`src/rtl/nibble_serial_sub16.sv`:
```
// Slice-serial subtractor.
// Computes a - b - b_in one SLICE-bit slice per cycle, LSB slice first,
// with a ripple-borrow chain inside each slice and a registered borrow
// carried between slices. Results are registered and held until the next
// completion.
module nibble_serial_sub16 #(
  parameter int WIDTH = 16,
  parameter int SLICE = 4
) (
  input  logic             clk,
  input  logic             rst_n,
  input  logic             start,
  input  logic [WIDTH-1:0] a,
  input  logic [WIDTH-1:0] b,
  input  logic             b_in,
  output logic             busy,
  output logic             done,
  output logic [WIDTH-1:0] diff,
  output logic             b_out,
  output logic             overflow
);

  localparam int NSL = WIDTH / SLICE;
  localparam int KW  = (NSL > 1) ? $clog2(NSL) : 1;

  typedef enum logic [1:0] {
    IDLE = 2'd0,
    RUN  = 2'd1,
    DONE = 2'd2
  } state_t;

  state_t           state_q, state_d;
  logic [WIDTH-1:0] a_q, a_d;
  logic [WIDTH-1:0] b_q, b_d;
  logic [WIDTH-1:0] part_q, part_d;
  logic [WIDTH-1:0] diff_q, diff_d;
  logic             brw_q, brw_d;
  logic             b_out_q, b_out_d;
  logic             ovf_q, ovf_d;
  logic [KW-1:0]    k_q, k_d;

  logic [SLICE-1:0] sa, sb, sres;
  logic             sbout;
  logic             accept;
  logic             last;

  // SLICE-bit ripple-borrow subtractor: returns {borrow_out, difference}.
  function automatic logic [SLICE:0] sub_slice(input logic [SLICE-1:0] x,
                                               input logic [SLICE-1:0] y,
                                               input logic             bin);
    logic [SLICE-1:0] r;
    logic             br;
    r  = '0;
    br = bin;
    for (int i = 0; i < SLICE; i++) begin
      r[i] = x[i] ^ y[i] ^ br;
      br   = (~x[i] & y[i]) | (~(x[i] ^ y[i]) & br);
    end
    return {br, r};
  endfunction

  // A request is taken whenever no subtraction is running (IDLE or DONE).
  assign accept = start && (state_q != RUN);
  assign last   = (k_q == KW'(NSL - 1));

  // Select the operand slice addressed by the slice index and subtract it.
  always_comb begin
    sa = '0;
    sb = '0;
    for (int i = 0; i < NSL; i++) begin
      if (k_q == KW'(i)) begin
        sa = a_q[i*SLICE +: SLICE];
        sb = b_q[i*SLICE +: SLICE];
      end
    end
    {sbout, sres} = sub_slice(sa, sb, brw_q);
  end

  // Next-state logic for the FSM and all datapath registers.
  always_comb begin
    state_d = state_q;
    a_d     = a_q;
    b_d     = b_q;
    part_d  = part_q;
    diff_d  = diff_q;
    brw_d   = brw_q;
    b_out_d = b_out_q;
    ovf_d   = ovf_q;
    k_d     = k_q;
    case (state_q)
      IDLE, DONE: begin
        if (accept) begin
          a_d     = a;
          b_d     = b;
          brw_d   = b_in;
          part_d  = '0;
          k_d     = '0;
          state_d = RUN;
        end else begin
          state_d = IDLE;
        end
      end
      RUN: begin
        for (int i = 0; i < NSL; i++) begin
          if (k_q == KW'(i)) part_d[i*SLICE +: SLICE] = sres;
        end
        brw_d = sbout;
        k_d   = k_q + KW'(1);
        if (last) begin
          // Final slice: publish the full result along with both flags.
          k_d     = '0;
          diff_d  = part_d;
          b_out_d = sbout;
          ovf_d   = (a_q[WIDTH-1] ^ b_q[WIDTH-1]) & (part_d[WIDTH-1] ^ a_q[WIDTH-1]);
          state_d = DONE;
        end
      end
      default: state_d = IDLE;
    endcase
  end

  // State and datapath registers, all cleared by the asynchronous reset.
  always_ff @(posedge clk or negedge rst_n) begin
    if (!rst_n) begin
      state_q <= IDLE;
      a_q     <= '0;
      b_q     <= '0;
      part_q  <= '0;
      diff_q  <= '0;
      brw_q   <= 1'b0;
      b_out_q <= 1'b0;
      ovf_q   <= 1'b0;
      k_q     <= '0;
    end else begin
      state_q <= state_d;
      a_q     <= a_d;
      b_q     <= b_d;
      part_q  <= part_d;
      diff_q  <= diff_d;
      brw_q   <= brw_d;
      b_out_q <= b_out_d;
      ovf_q   <= ovf_d;
      k_q     <= k_d;
    end
  end

  assign busy     = (state_q == RUN);
  assign done     = (state_q == DONE);
  assign diff     = diff_q;
  assign b_out    = b_out_q;
  assign overflow = ovf_q;

endmodule

```
`config.mk`:
```
export PLATFORM = sky130hd
export DESIGN_NAME = nibble_serial_sub16
export DESIGN_NICKNAME = d
export VERILOG_FILES = /design/src/rtl/nibble_serial_sub16.sv
export SDC_FILE = /design/constraint.sdc
export NUM_CORES = 1
export LEC_CHECK = 0
export BUFFER_PORTS_ARGS = -buffer_cell sky130_fd_sc_hd__buf_2
export CAP_MARGIN = 20
export CORE_MARGIN = 8
export CORE_UTILIZATION = 55
export CTS_CLUSTER_DIAMETER = 30
export DETAILED_ROUTE_END_ITERATION = 8
export GPL_TIMING_DRIVEN = 1
export PLACE_DENSITY = 0.78
export SYNTH_ARGS = -nofsm -noshare
export SYNTH_HDL_FRONTEND = slang
export SYNTH_SLANG_ARGS = --single-unit
```
`constraint.sdc`:
```
create_clock -name clk -period 6.65 [get_ports clk]
set_input_delay 1.6625 -clock clk [delete_from_list [all_inputs] [get_ports clk]]
set_output_delay 1.6625 -clock clk [all_outputs]
set_load 0.02 [all_outputs]
```
==> summary.txt <==
Power and ir drop
  – Clock power frac: 13.9%
  – VDD IR max: 0.289 mV
  – Pleak: 1.81 nW
  – Psw: 0.976 mW
  – Internal Power: 1.20 mW
  – Sw frac: 44.9%
  – Sequential Power Share: 32.1%
  – Combinational share of power: 54.0%
  – PwrDens: 612 nW/um^2
  – Overall Power: 2.18 mW

Placement
  – IO Port Bufs: 55
  – Area after DPL: 3380 um^2
  – DP HPWL: 4590 um
  – Placed insts: 429
  – Gpl congestion: 0.871

Synth
  – Synthesized area: 3150 um^2
  – Top_reg_cell synth: dfrtp_1
  – Yosys reg bits: 67
  – Syn_nets: 370
  – Synth Instances: 326
  – Netlist cell types: 31
  – Post-synth EDFFs: 0
  – Syn Area/Cell: 9.65 um^2
  – Fraction of registers with async set/reset: 100%
  – YS warnings: 0
  – Register area share after synthesis: 53.3%

STA
  – Worst-Margin Slew: 1.03 ns
  – Fin Setup TNS: 0 ns
  – Worst rel slew slack: 31.1%
  – RSZ-0062 raised after global routing: false
  – Worst Skew: 0.00657 ns
  – Max-slew violation count: 0
  – Post-route minimum period: 3.94 ns
  – Final Cycle Share: 59.3%
  – Final Hold Vio Count: 0
  – Fmax: 254 MHz
  – Hold slack final: 0.478 ns
  – Final setup vio count: 0

Critical path
  – Kind of end point of the critical path: flip-flop
  – Buf+Inv Stages, Crit Path: 4
  – Crit path from: k_q[0]
  – Crit path DAT: 4.15 ns
  – Worst r2r src: k_q[0]
  – Critical path required time: 6.86 ns
  – Worst path max stage delay: 0.85 ns
  – Crit-path leading delay family: adder cells
  – Kind of critical path: flip-flop to flip-flop
  – Worst-path fanout max: 27
  – Worst path cell trace: inv_1 -> ha_1 -> a21oi_1 -> a22o_1 -> fa_1 -> inv_1 -> fa_1 -> inv_1 -> fa_1 -> inv_1 -> fa_1 -> and3b_1 -> a21oi_1 -> o21ai_0
  – Setup crit start kind: flip-flop
  – Slowest-stage cell, CP: ha_1

Clock network
  – Root Driver: clkbuf_8
  – Clock H-tree levels: 3
  – Postcts setup bufs: 0
  – # resized after CTS: 0
  – Worst-skew pair later-pin latency: 0.35 ns
  – # clock sinks: 67
  – Hold buffers post-CTS: 0
  – Max Buffers Root-to-Sink: 2
  – Worst-path clk slew: 0.07 ns
  – CTS tree: built
  – TritonCTS buffer count: 9

GRT
  – All-Layer GR Usage: 17.6%
  – Pin count of the biggest net entering global routing: 68
  – GRT overflow: 0
  – Number of global-route vias before repair: 2,479
  – First-pass GRT wire length: 11,700 um
  – Initial antenna violation count: 0

Hold path
  – Min-delay src: diff[9]
  – Hold Path Class: flip-flop to flip-flop

Finish
  – Layout fillers: 475
  – Cell area after layout: 3550 um^2
  – Final non-filler cell total: 445
  – Layout cell share with drive strength beyond 1: 21.2%
  – Post-layout nets: 412
  – Most frequent cells in the layout: nand2_1, dfrtp_1, buf_2
  – Commonest non-fill, non-tap cell in the layout: nand2_1
  – Area growth syn-to-layout: 13.0%
  – Antenna Cells: 0

Route
  – Final wirelength: 6750 um
  – Post-DR wirelength/cell: 15.2 um
  – Remaining antenna violation count: 0
  – DRC Markers: 0
  – Initial DRT Pass Iterations: 4
  – Vias: 2,339
  – DR iter-0 viols: 100
  – Vias/cell: 5.26

Status
  – Status: completed

Floorplanning
  – IO Pins: 56
  – Chip width: 91.6 um
  – Core area: 5510 um^2
  – Die height: 91.6 um
  – Die area: 8400 um^2
  – Num rows: 27
  – Initial Util: 57.1%

Job
  – Max cap viols: 0
[worst reg2reg max path: cells and delay by family, from the launching register on]
kind / cells / cell delay (ns)
adders and majority gates: 5 / 2.26
and+or+nand+nor: 1 / 0.23
AOI/OAI and AO/OA: 4 / 0.59
buffers and inverters: 4 / 0.31
DFF: 1 / 0.43
[sequential cells by signal (all words and copies together) (netlist names)]
signal	flops
a_q	16
b_q	16
diff	16
part_q	12
k_q	2
state_q	2
b_out	1
brw_q	1
overflow	1
[layer usage]
layer,up-vias,global-route usage (%),part of all wire [%]
li1,1165,-,-
met2,61,27.1,46
met5,-,0,0
met3,13,7.09,6.4
met1,1100,20.9,44
met4,0,8.46,2.6
[worst paths after layout]
path | slack (ns) | to | cells after the start
max in group asynchronous | 4.62 | a_q[15] | 2
worst max register to register | 2.71 | overflow | 14
worst max-delay path | 2.71 | overflow | 14
min in group asynchronous | 1.49 | diff[12] | 2
worst min-delay path | 0.48 | diff[9] | 2
worst min register to register | 0.48 | diff[9] | 2
[synthesized netlist by cell type (4+ instances only)]
master | count | area, um^2
nand2_1 | 108 | 405
dfrtp_1 | 67 | 1680
o21ai_0 | 36 | 180
a21oi_1 | 17 | 85.1
inv_1 | 16 | 60.1
buf_2 | 14 | 70.1
a22o_1 | 10 | 87.6
mux2i_1 | 8 | 80.1
a32o_1 | 6 | 60.1
clkbuf_1 | 5 | 18.8
a22oi_1 | 4 | 30.0
fa_1 | 4 | 80.1
ha_1 | 4 | 50.1
[power by group through the flow]
stage	clock [mW]	combinational [mW]	sequential [mW]
after floorplan	0	0.859	0.732
after global placement	0	1.15	0.697
after detailed placement	0	1.18	0.707
after CTS	0.308	1.18	0.700
after global routing	0.327	1.33	0.723
final	0.301	1.18	0.699
[stage by stage]
step,utilization [%],worst slack (ns)
after floorplan,-,3.37
after global placement,61.4,2.87
after detailed placement,61.4,2.76
after CTS,64.5,2.73
after global routing,64.5,2.37
final,64.5,2.71
[layout make-up]
type | instances | area, um^2 | area share [%]
clock buffer | 14 | 163 | 4.58
multi-input combinational | 217 | 1260 | 35.5
sequential | 67 | 1680 | 47.2
tap | 72 | 90.1 | 2.54
clock inverter | 2 | 10.0 | 0.282
timing repair buffer | 56 | 283 | 7.96
inverter | 17 | 68.8 | 1.94
[cell families (layout without fill, tap and decap cells)]
group,Yosys count,in the layout,share of synthesized area [%]
simple gates,119,119,15.2
compound gates,76,76,14.9
flops,67,67,53.3
buf+inv,42,89,6.72
mux,14,14,5.77
fa+ha+maj,8,8,4.14
(Power assumes the default switching activity.)
